### src/rtl/tropang_rom_loader.sv
// Purpose : routes the HPS ioctl ROM stream into SDRAM ports 1/2 and the on-chip dl_* bus using the Tropical Angel map.
// Latency : dl writes appear 1 cycle after the ioctl_wr rise; SDRAM req toggles 2 cycles after it (3-cycle turnaround minimum).
// Backpr. : ioctl_wait is high from the cycle after an SDRAM byte is taken until its ack (or timeout) returns the FSM to IDLE.
//
// Ports:
//   clk_mem, reset_n (async, active-low)
//   ioctl_download/wr/addr/dout/index in, ioctl_wait out
//   port1_* / port2_* : toggle req/ack SDRAM write ports (word address, byte enables, duplicated byte data)
//   dl_addr/dl_data/dl_wr : on-chip write bus for gfx1 and palette/LUT
//   rom_loaded, load_err : status
// Optional: define TROPANG_LOADER_CHECKSUM_EN to add the 16-bit checksum output.
module tropang_rom_loader #(
  parameter int ACK_TIMEOUT = 255
) (
  input  logic        clk_mem,
  input  logic        reset_n,
  input  logic        ioctl_download,
  input  logic        ioctl_wr,
  input  logic [24:0] ioctl_addr,
  input  logic [7:0]  ioctl_dout,
  input  logic [7:0]  ioctl_index,
  output logic        ioctl_wait,
  output logic        port1_req,
  input  logic        port1_ack,
  output logic [22:0] port1_a,
  output logic [1:0]  port1_ds,
  output logic [15:0] port1_d,
  output logic        port2_req,
  input  logic        port2_ack,
  output logic [22:0] port2_a,
  output logic [1:0]  port2_ds,
  output logic [15:0] port2_d,
  output logic [16:0] dl_addr,
  output logic [7:0]  dl_data,
  output logic        dl_wr,
  output logic        rom_loaded,
  output logic        load_err
`ifdef TROPANG_LOADER_CHECKSUM_EN
  ,
  output logic [15:0] checksum
`endif
);

  typedef enum logic [1:0] {IDLE, ISSUE, WAIT_ACK} state_t;

  // The timeout fires on the ACK_TIMEOUT-th WAIT_ACK cycle, i.e. ACK_TIMEOUT
  // cycles after the req toggle becomes visible.
  localparam logic [7:0] TO_LAST = 8'(ACK_TIMEOUT - 1);

  state_t      state, state_nxt;
  logic        wr_d, download_d, sel_p2, end_pend;
  logic [7:0]  to_cnt;
  logic [16:0] a;
  logic [23:0] s;
  logic        hi_ok, in_p1, in_p2, in_dl;
  logic        wr_take, dl_rise, dl_fall;
  logic        cur_req, cur_ack;
  logic        go_dl, go_p1, go_p2, do_issue, do_abandon, proto_err;

  assign a       = ioctl_addr[16:0];
  assign s       = ioctl_addr[23:0] - 24'h01_0000;
  assign hi_ok   = (ioctl_addr[24:17] == 8'd0);
  assign in_p1   = hi_ok && (a < 17'h0A000);
  assign in_p2   = hi_ok && (a >= 17'h10000) && (a < 17'h1C000);
  assign in_dl   = hi_ok && (((a >= 17'h0A000) && (a < 17'h10000)) ||
                             ((a >= 17'h1C000) && (a <= 17'h1C31F)));
  assign wr_take = ioctl_wr && !wr_d && ioctl_download && (ioctl_index == 8'd0);
  assign dl_rise = ioctl_download && !download_d;
  assign dl_fall = !ioctl_download && download_d;

  // Only one port is ever in flight, so a single handshake pair is tracked.
  assign cur_req = sel_p2 ? port2_req : port1_req;
  assign cur_ack = sel_p2 ? port2_ack : port1_ack;

  assign ioctl_wait = (state != IDLE);

  always_ff @(posedge clk_mem or negedge reset_n) begin
    if (!reset_n) begin
      state <= IDLE;
    end else begin
      state <= state_nxt;
    end
  end

  always_comb begin
    state_nxt  = state;
    go_dl      = 1'b0;
    go_p1      = 1'b0;
    go_p2      = 1'b0;
    do_issue   = 1'b0;
    do_abandon = 1'b0;
    proto_err  = 1'b0;
    case (state)
      IDLE: begin
        if (wr_take) begin
          if (in_dl) begin
            go_dl = 1'b1;
          end else if (in_p1) begin
            go_p1     = 1'b1;
            state_nxt = ISSUE;
          end else if (in_p2) begin
            go_p2     = 1'b1;
            state_nxt = ISSUE;
          end
        end
      end
      ISSUE: begin
        do_issue  = 1'b1;
        state_nxt = WAIT_ACK;
      end
      WAIT_ACK: begin
        if (cur_ack == cur_req) begin
          state_nxt = IDLE;
        end else if (to_cnt == TO_LAST) begin
          do_abandon = 1'b1;
          state_nxt  = IDLE;
        end
      end
      default: state_nxt = IDLE;
    endcase
    // HPS must not strobe while ioctl_wait is high; such a byte is lost.
    if (wr_take && (state != IDLE)) begin
      proto_err = 1'b1;
    end
  end

  always_ff @(posedge clk_mem or negedge reset_n) begin
    if (!reset_n) begin
      wr_d       <= 1'b0;
      download_d <= 1'b0;
      sel_p2     <= 1'b0;
      to_cnt     <= 8'd0;
      port1_req  <= 1'b0;
      port1_a    <= 23'd0;
      port1_ds   <= 2'd0;
      port1_d    <= 16'd0;
      port2_req  <= 1'b0;
      port2_a    <= 23'd0;
      port2_ds   <= 2'd0;
      port2_d    <= 16'd0;
      dl_addr    <= 17'd0;
      dl_data    <= 8'd0;
      dl_wr      <= 1'b0;
      load_err   <= 1'b0;
      rom_loaded <= 1'b0;
      end_pend   <= 1'b0;
    end else begin
      wr_d       <= ioctl_wr;
      download_d <= ioctl_download;
      dl_wr      <= go_dl;

      if (go_dl) begin
        dl_addr <= a;
        dl_data <= ioctl_dout;
      end

      if (go_p1) begin
        sel_p2   <= 1'b0;
        port1_a  <= ioctl_addr[23:1];
        port1_ds <= {a[0], ~a[0]};
        port1_d  <= {ioctl_dout, ioctl_dout};
      end

      // Sprite data is re-interleaved: bit 15 becomes the word LSB and
      // bit 14 selects the byte lane.
      if (go_p2) begin
        sel_p2   <= 1'b1;
        port2_a  <= {s[23:16], s[13:0], s[15]};
        port2_ds <= {s[14], ~s[14]};
        port2_d  <= {ioctl_dout, ioctl_dout};
      end

      if (do_issue) begin
        to_cnt <= 8'd0;
        if (sel_p2) port2_req <= ~port2_req;
        else        port1_req <= ~port1_req;
      end else if (state == WAIT_ACK) begin
        to_cnt <= to_cnt + 8'd1;
      end

      // Abandon: realign req with ack so the port looks idle again.
      if (do_abandon) begin
        if (sel_p2) port2_req <= port2_ack;
        else        port1_req <= port1_ack;
      end

      if (dl_rise) load_err <= 1'b0;
      if (do_abandon || proto_err) load_err <= 1'b1;

      // rom_loaded waits for any in-flight write to retire after download ends.
      if (dl_rise) begin
        rom_loaded <= 1'b0;
        end_pend   <= 1'b0;
      end else begin
        if (dl_fall) end_pend <= 1'b1;
        if (!ioctl_download && (state == IDLE) && end_pend) begin
          rom_loaded <= 1'b1;
          end_pend   <= 1'b0;
        end
      end
    end
  end

`ifdef TROPANG_LOADER_CHECKSUM_EN
  always_ff @(posedge clk_mem or negedge reset_n) begin
    if (!reset_n) begin
      checksum <= 16'd0;
    end else if (dl_rise) begin
      checksum <= wr_take ? {8'h00, ioctl_dout} : 16'd0;
    end else if (wr_take) begin
      checksum <= checksum + {8'h00, ioctl_dout};
    end
  end
`endif

endmodule

### config.mk
export PLATFORM = sky130hd
export DESIGN_NAME = tropang_rom_loader
export DESIGN_NICKNAME = d
export VERILOG_FILES = /design/src/rtl/tropang_rom_loader.sv
export SDC_FILE = /design/constraint.sdc
export NUM_CORES = 1
export LEC_CHECK = 0
export ABC_AREA = 1
export BUFFER_PORTS_ARGS = -buffer_cell sky130_fd_sc_hd__buf_4
export CORE_MARGIN = 8
export CORE_UTILIZATION = 46
export CTS_BUF_LIST = sky130_fd_sc_hd__clkbuf_8 sky130_fd_sc_hd__clkbuf_16
export DETAILED_ROUTE_END_ITERATION = 10
export GPL_TIMING_DRIVEN = 1
export PLACE_DENSITY = 0.75
export SYNTH_ARGS = -nofsm -noshare
export SYNTH_HDL_FRONTEND = slang
export SYNTH_SLANG_ARGS = --single-unit
### constraint.sdc
create_clock -name clk_mem -period 1.7 [get_ports clk_mem]
set_input_delay 0.34 -clock clk_mem [delete_from_list [all_inputs] [get_ports clk_mem]]
set_output_delay 0.34 -clock clk_mem [all_outputs]
set_load 0.1 [all_outputs]
# [Word level (Yosys, flattened, before mapping)]
# Index checks and enable logic that the tools add are counted.
[totals] out_inout_bits=113 reg_bits=126 input_bits=47
[op_classes] n_eq_ne=8 n_bitwise=4 add_sub_neg=2 reduce_logical=29 muxes=45 n_lt_le_gt_ge=7
[ops] cell="2-to-1 mux 1 bit" count=36
[ops] cell=">= comparator 17 bit, second input constant" count=2
[ops] cell="< comparator 17 bit, second input constant" count=2
[ops] cell="subtractor 24 x 17 -> 24 bit, second input constant" count=1
[ops] cell=">= comparator 17 x 16 -> 1 bit, second input constant" count=1
[ops] cell="<= comparator 17 bit, second input constant" count=1
[ops] cell="< comparator 17 x 16 -> 1 bit, second input constant" count=1
[ops] cell="logical NOT 8 bit" count=2
[ops] cell="2-to-1 mux 8 bit" count=2
[ops] cell="logical AND 1 bit" count=14
[ops] cell="2-to-1 mux 2 bit" count=6
[ops] cell="nonzero test 2 bit" count=5
[ops] cell="adder 8 x 1 -> 8 bit, second input constant" count=1
[ops] cell="== test 8 bit, second input constant" count=1
[ops] cell="!= test 3 bit, second input constant" count=2
[ops] cell="one-hot mux 2 bit (3 select lines)" count=1
[ops] cell="!= test 2 bit, second input constant" count=2
[ops] cell="NOT 1 bit" count=4
[ops] cell="AND reduction 4 bit" count=1
[ops] cell="logical NOT 1 bit" count=3
[ops] cell="nonzero test 3 bit" count=1
[ops] cell="== test 2 x 1 -> 1 bit, second input constant" count=1
[ops] cell="== test 2 bit, second input constant" count=1
[ops] cell="logical NOT 2 bit" count=1
[ops] cell="other kinds (2)" count=3

# [Depth between registers and ports, before layout]
[depth] ltp_word=9 mapped_depth=10

# [Worst setup path before layout]
# Ideal clock, no wire load.
[synth_timing] path_type="register to register" start="reg state[0]" end="reg dl_addr[0]" required_ps=1578 setup_ps=122 path_slack_ps=-384 arrival_ps=1962 synth_period_minus_slack_ps=2084 path_stages_with_launch=10 n_path_buf=2 cell_sequence="dfrtp_1 inv_1 ha_1 buf_4 inv_1 nor3_4 nand3_4 buf_6 nand2_1 nand2_1"
[synth_via] elab_chain_len=2
[synth_rtl] item="from (decl)" line="50" rtl="state_t state, state_nxt;"
[synth_rtl] item="from (signal assigned)" line="81" rtl="state <= state_nxt;"
[synth_rtl] item="logical NOT 2 bit" line="93" rtl="case (state)"
[synth_rtl] item="2-to-1 mux 1 bit" line="93"
[synth_rtl] item="to (signal assigned)" line="141" rtl="dl_addr <= 17'd0;"
[synth_rtl] item="to (signal assigned)" line="153" rtl="dl_addr <= a;"
[synth_rtl] item="to (decl)" line="33" rtl="output logic [16:0] dl_addr,"
# No other way between the ends.
# A chain may end at the register's enable or synchronous reset.

# [Worst setup path after layout]
[layout_timing] start="reg state[1]" end="reg to_cnt[7]"
[layout_via] elab_chain_len=3
[layout_rtl] item="== test 2 x 1 -> 1 bit" line="93"
[layout_rtl] item="2-to-1 mux 1 bit" line="93"
[layout_rtl] item="2-to-1 mux 8 bit or nonzero test 2 bit (tied branches)"
[layout_rtl] item="to (signal assigned)" line="178" rtl="to_cnt <= to_cnt + 8'd1;"
[layout_rtl] item="to (decl)" line="52" rtl="logic [7:0] to_cnt;"
# Parallel ways exist; a longest one is shown, timed or not.

==> results.rst <==
.. list-table::
   :header-rows: 1

   * - Metric
     - Value
   * - Internal power consumption
     - 3.30 mW
   * - Via density per instance
     - 4.95
   * - TritonCTS clock tree
     - yes
   * - Fill cells
     - 889
   * - Final Hold Fails
     - 0
   * - Total die area
     - 14200 µm²
   * - Area growth from synthesis to layout
     - 32.1%
   * - Worst min-delay path category
     - in2reg
   * - Worst voltage drop across the vdd grid
     - 0.468 mV
   * - Synthesized netlist net count
     - 608
   * - Post-Place Setup Slack
     - -58.1 ps
   * - Via count of the first global-routing pass
     - 4318
   * - Master cell of the clock root buffer
     - sky130_fd_sc_hd__clkbuf_8
   * - Total cell area at the placement stage
     - 6220 µm²
   * - Layout net count
     - 765
   * - Core Util, Final
     - 0.626
   * - Antenna violations before repair
     - 0
   * - Kind of end point of the critical path
     - flop
   * - Number of port buffers
     - 159
   * - Critical Setup Path Class
     - reg2reg
   * - Required @ worst endpoint
     - 2000 ps
   * - Overall routing resource usage
     - 0.188
   * - Post-DP HPWL
     - 10400 µm
   * - Number of endpoints failing setup at the final stage
     - 0
   * - Instance count of the mapped netlist
     - 554
   * - DRC Markers
     - 0
   * - Router iterations before antenna repair
     - 5
   * - Maximum buffer depth of the clock tree
     - 2
   * - Reg power frac
     - 0.595
   * - Io pins
     - 160
   * - Share of cells above drive strength 1
     - 0.321
   * - Leakage dissipation
     - 3.57 nW
   * - Post-DR wirelength/cell
     - 16.0 µm
   * - Remaining max-slew budget at the tightest pin
     - 0.772
   * - Crit path max-delay cell type
     - sky130_fd_sc_hd__dfrtp_1
   * - Routability-driven placement congestion ratio
     - 0.802
   * - Starting DRC count in detailed routing
     - 284
   * - Yosys cell types
     - 28
   * - Max Clock Freq
     - 0.604 GHz
   * - Layout Skew
     - 18.2 ps
   * - Status
     - complete, no violations
   * - Cell Pwr Density
     - 681 nW/µm²
   * - Flip-flop and latch count after synthesis
     - 110
   * - NetSw
     - 1.13 mW
   * - Overall overflow remaining after global route
     - 0
   * - Largest cells by area after synthesis
     - sky130_fd_sc_hd__dfrtp_1, sky130_fd_sc_hd__nand2_1, sky130_fd_sc_hd__inv_1, sky130_fd_sc_hd__nand4_1, sky130_fd_sc_hd__o21ai_1
   * - Avg Synthesized Cell Area
     - 8.87 µm²
   * - Clock latency at the later pin of the worst-skew pair
     - 380 ps
   * - Vias after detailed routing
     - 4221
   * - Count of warnings emitted by yosys
     - 0
   * - Highest cell delay on the worst timing path
     - 400 ps
   * - Ordered cell list for the critical path
     - inv_1 -> ha_2 -> nand2_1 -> nor3_2 -> nand2_1 -> nor2_2 -> nand2_1 -> nand2_1 -> nand2_1 -> nor2_1
   * - Most numerous cell in the Yosys netlist
     - sky130_fd_sc_hd__nand2_1
   * - Number of CTS-inserted buffers
     - 9
   * - Total detailed-routing wirelength
     - 13700 µm
   * - Worst path setup slack after routing
     - 44.2 ps
   * - Die Span X
     - 119 µm
   * - Setup crit start kind
     - flop
   * - Number of max-cap violations
     - 0
   * - Cell type with the highest aggregate area in the netlist
     - sky130_fd_sc_hd__dfrtp_1
   * - Starting density of the core
     - 0.474
   * - Highest net fanout along the worst path
     - 6
   * - Max Transition Viols Final
     - 0
   * - Synthesized area
     - 4910 µm²
   * - Maximum number of pins on one net before global-route repair
     - 42
   * - H-tree depth
     - 3
   * - Leading post-synthesis cells by instance count
     - sky130_fd_sc_hd__nand2_1, sky130_fd_sc_hd__dfrtp_1, sky130_fd_sc_hd__inv_1, sky130_fd_sc_hd__nor2_1, sky130_fd_sc_hd__o21ai_1
   * - Count of standard-cell rows
     - 37
   * - Share of the yosys chip area belonging to registers
     - 0.560
   * - EDFF count, synth
     - 0
   * - Period utilisation layout
     - 0.974
   * - Synth async-reset ratio
     - 1.00
   * - Most used cell along the critical path
     - sky130_fd_sc_hd__nand2_1
   * - Top cell type's share of synthesized area
     - 0.560
   * - Critical path data arrival time
     - 1960 ps
   * - Combinational share of power
     - 0.071
   * - Post-route antenna net violation count
     - 0
   * - Share of power burned in the clock network
     - 0.334
   * - Switching part of the total
     - 0.255
   * - Slew at the pin closest to its max-slew limit
     - 341 ps
   * - Tmin final
     - 1660 ps
   * - Core footprint
     - 10400 µm²
   * - Clock Pin Slew Worst Setup and Hold Paths
     - 100 ps
   * - Dominant register cell in the synthesized netlist
     - sky130_fd_sc_hd__dfrtp_1
   * - Clock tree sinks
     - 110
   * - Global-route wire length before repair
     - 21800 µm
   * - # diodes
     - 0
   * - DIE HEIGHT
     - 119 µm
   * - Total negative setup slack
     - 0 ps
   * - Tot Pwr
     - 4.43 mW
   * - Summed area of non-filler cells in the final layout
     - 6490 µm²
   * - RSZ-0062 raised after global routing
     - yes
==> cell type report <==
class | instances | area [µm²] | area share
Sequential cell | 110 | 2750 | 0.424
Inverter | 74 | 278 | 0.0428
Multi-Input combinational cell | 335 | 1650 | 0.255
Clock buffer | 9 | 124 | 0.0191
Clock inverter | 7 | 62.6 | 0.00963
Timing Repair Buffer | 181 | 1450 | 0.224
Tap cell | 136 | 170 | 0.0262
==> power groups by stage <==
stage / Combinational (mW) / Sequential, mW / Clock (mW)
after floorplan: 0.0771 / 2.72 / 0
after global routing: 0.349 / 2.63 / 1.62
after CTS: 0.322 / 2.63 / 1.52
after global placement: 0.310 / 2.68 / 0
final: 0.316 / 2.63 / 1.48
after detailed placement: 0.319 / 2.68 / 0
==> critical path: cells and delay by family (launching register included) <==
kind	cells	cell delay, ps
and+or+nand+nor	8	730
DFF	1	400
adders and majority gates	1	390
buffers and inverters	1	80
==> per-layer routing <==
metal,wire length [µm],GRT usage,vias to the layer above
met5,0,0,-
met3,1100,0.0709,18
met1,5880,0.227,2012
li1,-,-,2049
met4,178,0.0500,0
met2,6490,0.310,142
==> sequential cells by signal, indices dropped and copies added, names as in the netlist, 2 cells and up, named ones only <==
signal / count
dl_addr: 17
dl_data: 8
port1_a: 23
port1_d: 8
port1_ds: 2
port2_a: 23
port2_d: 8
port2_ds: 2
state: 2
to_cnt: 8
==> cell families after synthesis <==
kind of cell / Yosys count / synth area share
xor gates and xnor gates: 1 / 0.00178
buffers and inverters: 110 / 0.110
DFF: 110 / 0.560
and+or+nand+nor: 258 / 0.230
AOI/OAI and AO/OA: 68 / 0.0797
adders and majority gates: 7 / 0.0178
==> per-stage QoR <==
| stage | std cells | hold slack [ps] |
|---|---|---|
| finish | 852 | 81.6 |
| global route | 852 | 54.9 |
| CTS | 849 | 72.4 |
| detailed placement | 832 | 262 |
| global placement | 832 | 258 |
| floorplan | 554 | 44.4 |
==> placed cells by master (no fill, tap or decap), drive strengths merged <==
cell / instances
dfrtp: 110
a21boi: 1
dlygate4sd3: 1
o22ai: 1
nand4: 29
nand2: 164
a21oi: 11
xor2: 1
clkbuf: 9
buf: 180
nor2: 41
o21ai: 53
and3: 1
ha: 7
clkinv: 5
o221ai: 1
clkinvlp: 1
o21a: 1
inv: 75
nor3: 8
nand3: 16
==> final timing paths <==
kind	startpoint	to	slack, ps	cells after the start
min in group asynchronous	reset_n	port2_d[11]	410	2
max in group asynchronous	reset_n	asynchronous set/reset pin	710	3
max	state[1]	to_cnt[7]	40	10
max reg2reg	state[1]	to_cnt[7]	40	10
min	ioctl_wr	wr_d	80	1
min reg2reg	dl_addr[8]	dl_addr[8]	490	2
==> repair_timing <==
action / 4_1_cts / 5_1_grt
buffers inserted: 0 / 2
hold buffers: 1 / 0
cloned: 0 / 1
setup endpoints to repair: 2 / 27
gates resized for setup: 2 / 8
endpoints found under the hold margin: 19 / 0
pin swaps: 0 / 2
Power figures use the tool's default switching activity.
